### src/rtl/fifo_pop_ctrl_pkg.sv
// Shared types and counter-width helpers for the FIFO pop controller.
package fifo_pop_pkg;

    typedef enum logic [1:0] {IDLE, BURST, GAP, FLUSH} pop_state_e;

    localparam int unsigned BURST_MAX_DFLT = 8;
    localparam int unsigned GAP_CYC_DFLT   = 2;

    // Down-counters need at least one bit even when the load value is 0.
    function automatic int unsigned cnt_w(input int unsigned n);
        return (n < 1) ? 1 : $clog2(n + 1);
    endfunction

    localparam int unsigned BEAT_W = cnt_w(BURST_MAX_DFLT);
    localparam int unsigned GAP_W  = cnt_w(GAP_CYC_DFLT);

endpackage

### src/rtl/fifo_pop_ctrl_beat_cnt.sv
// Loadable saturating down-counter with zero and last-count flags.
module pop_beat_cnt #(
    parameter int unsigned W = 4
) (
    input  logic         clk,
    input  logic         rst_n,
    input  logic         i_load,
    input  logic [W-1:0] i_load_val,
    input  logic         i_dec,
    output logic         o_zero,
    output logic         o_last
);

    logic [W-1:0] r_count;

    always_ff @(posedge clk or negedge rst_n) begin
        if (!rst_n) begin
            r_count <= '0;
        end else if (i_load) begin
            r_count <= i_load_val;
        end else if (i_dec && (r_count != '0)) begin
            r_count <= r_count - W'(1);
        end
    end

    assign o_zero = (r_count == '0);
    assign o_last = (r_count == W'(1));

endmodule

### src/rtl/fifo_pop_ctrl.sv
// Consumer-side FIFO pop controller: watermark-triggered bounded bursts,
// inter-burst gap, and flush-to-empty.
module fifo_pop_ctrl
    import fifo_pop_pkg::*;
#(
    parameter int CNT_W     = 32,
    parameter int MAXCOUNT  = 16,
    parameter int LOW_WM    = 4,
    parameter int BURST_MAX = 8,
    parameter int GAP_CYC   = 2
) (
    input  logic                    clk,
    input  logic                    rst_n,
    input  logic                    enable,
    input  logic                    flush,
    input  logic                    sink_rdy,
    input  logic signed [CNT_W-1:0] fifo_count,
    output logic                    pop,
    output logic                    busy,
    output logic [15:0]             pops_total,
    output logic                    err_ovf
);

    localparam int unsigned W_BEAT = cnt_w(BURST_MAX);
    localparam int unsigned W_GAP  = cnt_w(GAP_CYC);

    pop_state_e  r_state, w_state_nxt;
    logic        r_flush_pend, w_flush_pend_nxt;
    logic [15:0] r_pops_total;
    logic        r_err_ovf;
    logic        w_nonempty, w_empty, w_bad;
    logic        w_beat_load, w_beat_dec, w_beat_zero, w_beat_last;
    logic        w_gap_load, w_gap_dec, w_gap_zero, w_gap_last;

    assign w_nonempty = (fifo_count > 0);
    assign w_empty    = !w_nonempty;
    assign w_bad      = (fifo_count > MAXCOUNT) || (fifo_count < 0);

    assign pop        = ((r_state == BURST) || (r_state == FLUSH)) && sink_rdy && w_nonempty;
    assign busy       = (r_state == BURST) || (r_state == FLUSH);
    assign pops_total = r_pops_total;
    assign err_ovf    = r_err_ovf;

    assign w_beat_dec = pop && (r_state == BURST);
    assign w_gap_dec  = (r_state == GAP);

    pop_beat_cnt #(.W(W_BEAT)) u_beats (
        .clk        (clk),
        .rst_n      (rst_n),
        .i_load     (w_beat_load),
        .i_load_val (W_BEAT'(BURST_MAX)),
        .i_dec      (w_beat_dec),
        .o_zero     (w_beat_zero),
        .o_last     (w_beat_last)
    );

    pop_beat_cnt #(.W(W_GAP)) u_gap (
        .clk        (clk),
        .rst_n      (rst_n),
        .i_load     (w_gap_load),
        .i_load_val (W_GAP'(GAP_CYC)),
        .i_dec      (w_gap_dec),
        .o_zero     (w_gap_zero),
        .o_last     (w_gap_last)
    );

    always_comb begin
        w_state_nxt      = r_state;
        w_beat_load      = 1'b0;
        w_gap_load       = 1'b0;
        // A flush pulse seen while already flushing is absorbed.
        w_flush_pend_nxt = r_flush_pend | (flush && (r_state != FLUSH));
        case (r_state)
            IDLE: begin
                if (r_flush_pend) begin
                    w_state_nxt = FLUSH;
                end else if (enable && (fifo_count >= LOW_WM)) begin
                    w_state_nxt = BURST;
                    w_beat_load = 1'b1;
                end
            end
            BURST: begin
                if (r_flush_pend) begin
                    w_state_nxt = FLUSH;
                end else if ((pop && w_beat_last) || w_beat_zero || w_empty || !enable) begin
                    if (GAP_CYC > 0) begin
                        w_state_nxt = GAP;
                        w_gap_load  = 1'b1;
                    end else begin
                        w_state_nxt = IDLE;
                    end
                end
            end
            GAP: begin
                if (r_flush_pend) begin
                    w_state_nxt = FLUSH;
                end else if (w_gap_last || w_gap_zero) begin
                    w_state_nxt = IDLE;
                end
            end
            FLUSH: begin
                if (w_empty) begin
                    w_state_nxt      = IDLE;
                    w_flush_pend_nxt = 1'b0;
                end
            end
            default: w_state_nxt = IDLE;
        endcase
    end

    always_ff @(posedge clk or negedge rst_n) begin
        if (!rst_n) begin
            r_state      <= IDLE;
            r_flush_pend <= 1'b0;
            r_pops_total <= '0;
            r_err_ovf    <= 1'b0;
        end else begin
            r_state      <= w_state_nxt;
            r_flush_pend <= w_flush_pend_nxt;
            if (pop) begin
                r_pops_total <= r_pops_total + 16'd1;
            end
            if (w_bad) begin
                r_err_ovf <= 1'b1;
            end
        end
    end

endmodule

### config.mk
export PLATFORM = sky130hd
export DESIGN_NAME = fifo_pop_ctrl
export DESIGN_NICKNAME = d
export VERILOG_FILES = /design/src/rtl/fifo_pop_ctrl_pkg.sv /design/src/rtl/fifo_pop_ctrl_beat_cnt.sv /design/src/rtl/fifo_pop_ctrl.sv
export SDC_FILE = /design/constraint.sdc
export NUM_CORES = 1
export LEC_CHECK = 0
export CAP_MARGIN = 30
export CORE_UTILIZATION = 35
export CTS_CLUSTER_SIZE = 16
export DETAILED_ROUTE_END_ITERATION = 8
export MAX_ROUTING_LAYER = met4
export PLACE_DENSITY = 0.64
export SYNTH_ARGS = -nofsm -noshare
export SYNTH_HDL_FRONTEND = slang
export SYNTH_HIERARCHICAL = 1
export SYNTH_SLANG_ARGS = --single-unit
### constraint.sdc
create_clock -name clk -period 2 [get_ports clk]
set_input_delay 0.4 -clock clk [delete_from_list [all_inputs] [get_ports clk]]
set_output_delay 0.4 -clock clk [all_outputs]
set_load 0.02 [all_outputs]
; ---- Word-level counts from Yosys, hierarchy flattened
; Cells that the tools add are included.
[totals]
register_bits = 26
[op_classes]
n_lt_le_gt_ge = 4
n_eq_ne = 10
n_addsub = 3
bitwise = 1
reduce_logical = 24
muxes = 20
[op_table]
columns = op, count
row1 = $ge A32 B4 Y1 const B, 1
row2 = $gt A32 B1 Y1 const B, 1
row3 = $gt A32 B6 Y1 const B, 1
row4 = $lt A32 B1 Y1 const B, 1
row5 = $mux W2, 9
row6 = $add A16 B1 Y16 const B, 1
row7 = $logic_and A1 B1 Y1, 8
row8 = $mux W1, 8
row9 = $mux W4, 2
row10 = $pmux W2 S4, 1
row11 = $logic_or A1 B1 Y1, 6
row12 = $ne A3 B3 Y1 const B, 2
row13 = $reduce_bool A2 Y1, 3
row14 = $eq A2 B1 Y1 const B, 2
row15 = $eq A2 B2 Y1 const B, 2
row16 = $eq A4 B1 Y1 const B, 1
row17 = $logic_not A2 Y1, 2
row18 = $logic_not A4 Y1, 1
row19 = $ne A2 B2 Y1 const B, 2
row20 = $reduce_and A4 Y1, 1
row21 = $reduce_bool A4 Y1, 1
row22 = $sub A4 B1 Y4 const B, 1
row23 = $ne A3 B2 Y1 const B, 1
row24 = $logic_not A1 Y1, 2
row25 = other kinds (2), 2

; ---- Longest topological paths before layout
[logic_depth]
word_depth = 12
mapped_depth = 9

; ---- By module
; The synthesis kept the hierarchy.
[modules_own_cells]
columns = mod, instances, cells_per_inst, area_per_inst_um2
row1 = fifo_pop_ctrl, 1, 119, 1081.0
row2 = pop_beat_cnt at u_beats, 1, 30, 266.5
row3 = pop_beat_cnt at u_gap, 1, 14, 138.9

; ---- Worst setup path before layout
; No wires, ideal clock.
[synth_timing]
kind = register to register
start = register r_state[0]
end = register u_beats.r_count[3]
slack_ns = -0.100
required_time_ns = 1.927
arrival_ns = 2.027
stages_incl_launch_ff = 9
n_path_buf = 2
path_cell_list = dfrtp_1 -> buf_2 -> and2_1 -> o211ai_2 -> buf_6 -> nor2_1 -> or4b_1 -> or3_1 -> a2bb2oi_2
[synth_between]
elab_chain_cells = 7
[synth_lines]
columns = item, line_no
row1 = "start, declared", fifo_pop_ctrl.sv:27  ; pop_state_e r_state, w_state_nxt;
row2 = "start signal, assigned", fifo_pop_ctrl.sv:118  ; r_state <= w_state_nxt;
row3 = $eq A2 B1 Y1 or $eq A2 B2 Y1 (tied branches), "fifo_pop_ctrl.sv:39, fifo_pop_ctrl.sv:44"
row4 = $logic_or A1 B1 Y1, fifo_pop_ctrl.sv:39  ; assign pop = ((r_state == BURST) || (r_state == FLUSH)) && sink_rdy && w_nonempty;
row5 = $logic_and A1 B1 Y1 (2 in series), fifo_pop_ctrl.sv:39
row6 = $logic_and A1 B1 Y1 (*), fifo_pop_ctrl.sv:44  ; assign w_beat_dec = pop && (r_state == BURST);
row7 = net w_beat_dec, fifo_pop_ctrl.sv:32  ; logic w_beat_load, w_beat_dec, w_beat_zero, w_beat_last;
row8 = $logic_and A1 B1 Y1 (*), fifo_pop_ctrl_beat_cnt.sv:21  ; end else if (i_dec && (r_count != '0)) begin
row9 = $reduce_bool A2 Y1 (no line) (*), -
row10 = "end signal, assigned", fifo_pop_ctrl_beat_cnt.sv:20  ; r_count <= i_load_val;
row11 = "end signal, assigned", fifo_pop_ctrl_beat_cnt.sv:22  ; r_count <= r_count - W'(1);
row12 = "end, declared", fifo_pop_ctrl_beat_cnt.sv:14  ; logic [W-1:0] r_count;
; Mark *: on every way through the listed nets, which the timed path passes. The rest lies on a longest branch.
; A chain may end at the register's enable or synchronous reset.

; ---- Worst setup path in the final report
[layout_timing]
start = input fifo_count[3]
end = register r_err_ovf, in the netlist err_ovf
[layout_between]
elab_chain_cells = 2
[layout_lines]
columns = item, line_no
row1 = "start, declared", fifo_pop_ctrl.sv:17  ; input logic signed [CNT_W-1:0] fifo_count,
row2 = $gt A32 B6 Y1 or $lt A32 B1 Y1 (tied branches), fifo_pop_ctrl.sv:37  ; assign w_bad = (fifo_count > MAXCOUNT) || (fifo_count < 0);
row3 = $logic_or A1 B1 Y1 (*), fifo_pop_ctrl.sv:37
row4 = "end signal, assigned", fifo_pop_ctrl.sv:116  ; r_err_ovf <= 1'b0;
row5 = "end signal, assigned", fifo_pop_ctrl.sv:124  ; r_err_ovf <= 1'b1;
row6 = "end, declared", fifo_pop_ctrl.sv:30  ; logic r_err_ovf;
; Every way passes the cells marked *; elsewhere a longest branch is shown, timed or not.

==> flow_metrics.tcl <==
set metrics [dict create \
    status "complete, no violations" \
    placement.cell_area_mm2 0.00227 \
    path_category_of_the_worst_min_delay_check "reg2reg" \
    synthesis.instances 163 \
    instances_no_fill 324 \
    area_of_the_multi_input_gates_um2 957 \
    cts_max_path_buffers 2 \
    cts.root.buffer_cell "sky130_fd_sc_hd__clkbuf_8" \
    final-max-slew-violation-count 0 \
    x_dimension_of_the_die_um 67.2 \
    die_h_um 67.2 \
    gpl.final_weighted_congestion 0.851 \
    post_drt_via_cell_ratio 4.92 \
    floorplan.die_area_mm2 0.00451 \
    utilization_after_layout_pct 64.5 \
    syn-cell-area_mm2 0.00149 \
    route.antenna.remaining_nets 0 \
    detailed_place_hpwl_um 2920 \
    routed_wl_um 4290 \
    buffering_stage_count_on_the_worst_path_with_inverters_included 9 \
    final_min_period_over_clock_period_pct 98.1 \
    firstDrtPassIters 4 \
    finalCriticalPeriod_ps 1960 \
    path_common_cell "sky130_fd_sc_hd__buf_4" \
    hold_violation_count_in_the_final_report 0 \
    vias 1595 \
    numPortBuffers 55 \
    worst_ep_required_time_ps 2140 \
    finish.instance_area_mm2 0.00260 \
    cts.sinks 26 \
    fin_nets 317 \
    wl_per_cell_um 13.2 \
    cp_data_arrival_time_ps 2110 \
    grt_pass1_wl_um 6820 \
    grt_start_max_net_pins 27 \
    worstSetupEndpointType "flop" \
    clock_tree_from_tritoncts "built" \
    drcViolationCount 0 \
    achievable-frequency_mhz 510 \
    critical_path_peak_fanout 2 \
    cts_buffers 3 \
    post_synth.cell_area_avg_um2 9.12 \
    synth.top_cells.by_area "sky130_fd_sc_hd__dfrtp_1 44%, sky130_fd_sc_hd__xnor2_1 5.3%, sky130_fd_sc_hd__ha_1 4.2%" \
    h-tree-depth 1 \
    seqCellArea_um2 651 \
    placement_rows 23 \
    mostFrequentLayoutCells "48 x sky130_fd_sc_hd__buf_4, 26 x sky130_fd_sc_hd__dfrtp_1, 23 x sky130_fd_sc_hd__clkbuf_2" \
    initial_utilization_pct 36.9 \
    drv.max_cap_violation_count 0 \
    syn_to_layout_area_delta_pct 74.9 \
    setup_viol 0 \
    hold_ws_ps 472 \
    mostFrequentLayoutCell "sky130_fd_sc_hd__buf_4" \
    clkSlewWorstSetupHoldPaths_ps 90 \
    yosys_register_bits 26 \
    initial_antenna_violation_count 0 \
    antenna_cells_inserted 0 \
    cp_slowest_cell "sky130_fd_sc_hd__or3_2" \
    n_fill_cell 345 \
    post-place-cells 290 \
    detail_route.iter0.violations 39 \
    post_route_cells_drive_above_1_share_pct 41.2 \
    source_to_sink_clock_delay_at_the_later_pin_of_the_worst_skew_pair_ps 270 \
    critical_path_cell_list "clkbuf_2, nor4_2, buf_4, buf_4, buf_4, buf_4, buf_4, buf_4, buf_4, buf_4, o21ai_0, or3_2" \
    boundaryPins 56 \
    cellLeakagePower_nw 1.21 \
    synth.yosys.warnings 6 \
    vias_in_the_first_global_route 1532 \
    synth.largest_area_cell "sky130_fd_sc_hd__dfrtp_1" \
    worst_setup_path_type "in2reg" \
    grt_overflow_total 0 \
    timing.critical_path.max_delay_family "buffers and inverters" \
    synthDominantCellAreaShare_pct 43.8 \
    worst_clock_skew_ps 5.05 \
    yosysSeqAreaShare_pct 43.8 \
    synth.lib_cells_used.distinct 39 \
    cpPeakStageDelay_ps 420 \
    worst_ir_drop_vdd_mv 0.532 \
    coreArea_mm2 0.00403 \
    power.density_mw_per_mm2 891 \
    nature_of_the_critical_path_startpoint "input pin" \
    grt_util_all_layers_pct 20.2 \
]
-- flip-flops by register name (all words and copies together), names as in the netlist --
| signal | count |
|---|---|
| u_beats/r_count | 4 |
| err_ovf | 1 |
| pops_total | 16 |
| u_gap/r_count | 2 |
| r_state | 2 |
| r_flush_pend | 1 |
-- metal layers --
| layer | vias to the layer above | wire length (um) | GRT usage, % |
|---|---|---|---|
| met2 | 33 | 2200 | 34.6 |
| li1 | 793 | - | - |
| met4 | 0 | 51 | 5.85 |
| met3 | 4 | 177 | 2.87 |
| met5 | - | 0 | - |
| met1 | 765 | 1860 | 24.5 |
-- through the flow --
stage	power, W	TNS, ps	setup WS, ps
floorplan	0.00130	0	7.58
global placement	0.00167	-5510	-587
detailed placement	0.00172	-8360	-687
CTS	0.00224	-13.1	-13.1
global route	0.00248	-93.1	-48.2
finish	0.00232	0	38.0
-- final timing paths --
kind	startpoint	end	slack [ps]	cells past startpoint
max in group asynchronous	rst_n	pops_total[14]$_DFFE_PN0N_	1260	2
min reg2reg	pops_total[15]$_DFFE_PN0N_	pops_total[15]$_DFFE_PN0N_	470	1
max reg2reg	u_beats/r_count[0]$_DFFE_PN0P_	u_gap/r_count[0]$_DFFE_PN0P_	90	9
min	pops_total[15]$_DFFE_PN0N_	pops_total[15]$_DFFE_PN0N_	470	1
max	fifo_count[3]	err_ovf$_DFFE_PN0P_	40	12
min in group asynchronous	rst_n	pops_total[7]$_DFFE_PN0N_	490	2
-- Yosys cell counts, drive strengths merged --
| cell | n |
|---|---|
| dfrtp | 26 |
| nor2 | 14 |
| a2bb2oi | 1 |
| nor2b | 2 |
| clkbuf | 1 |
| o21a | 1 |
| nand3 | 11 |
| a31oi | 1 |
| a21oi | 8 |
| a211o | 1 |
| o211ai | 3 |
| buf | 2 |
| nor3 | 8 |
| conb | 2 |
| o21ai | 4 |
| o311ai | 1 |
| nand2 | 16 |
| and2 | 1 |
| or3b | 1 |
| nand2b | 3 |
| or4b | 3 |
| xor2 | 6 |
| and4b | 1 |
| ha | 5 |
| and3 | 1 |
| nor4 | 9 |
| nand4 | 5 |
| a211oi | 1 |
| inv | 11 |
| a311oi | 1 |
| nor3b | 1 |
| a21o | 1 |
| or3 | 2 |
| xnor2 | 9 |
-- power breakdown --
| group | switching [W] | total (W) | internal (W) |
|---|---|---|---|
| registers | 0.000147 | 0.000805 | 0.000658 |
| clock network | 0.000170 | 0.000437 | 0.000268 |
| logic | 0.000502 | 0.00107 | 0.000573 |
-- cells by family after synthesis --
group | after synthesis | share of synthesized area, %
and+or+nand+nor | 78 | 27.9
DFF | 26 | 43.8
AOI/OAI and AO/OA | 23 | 10.7
xor gates and xnor gates | 15 | 8.84
buffers and inverters | 14 | 4.12
adders and majority gates | 5 | 4.21
other | 2 | 0.505
-- final cells by class --
type	count	area share [%]
well taps	50	2.41
multi-input cells	127	36.8
repair buffers	106	31.4
inverters	11	1.59
flip-flops and latches	26	25.0
clock inverters	1	1.15
clock buffers	3	1.59
-- timing repair --
action / 4_1_cts / 5_1_grt
pin swaps: 15 / 22
gates resized for setup: 65 / 64
buffers inserted: 26 / 4
hold buffers: 0 / 0
endpoints found under the setup margin: 9 / 17
Note: power is estimated with default switching activity, not from simulation.
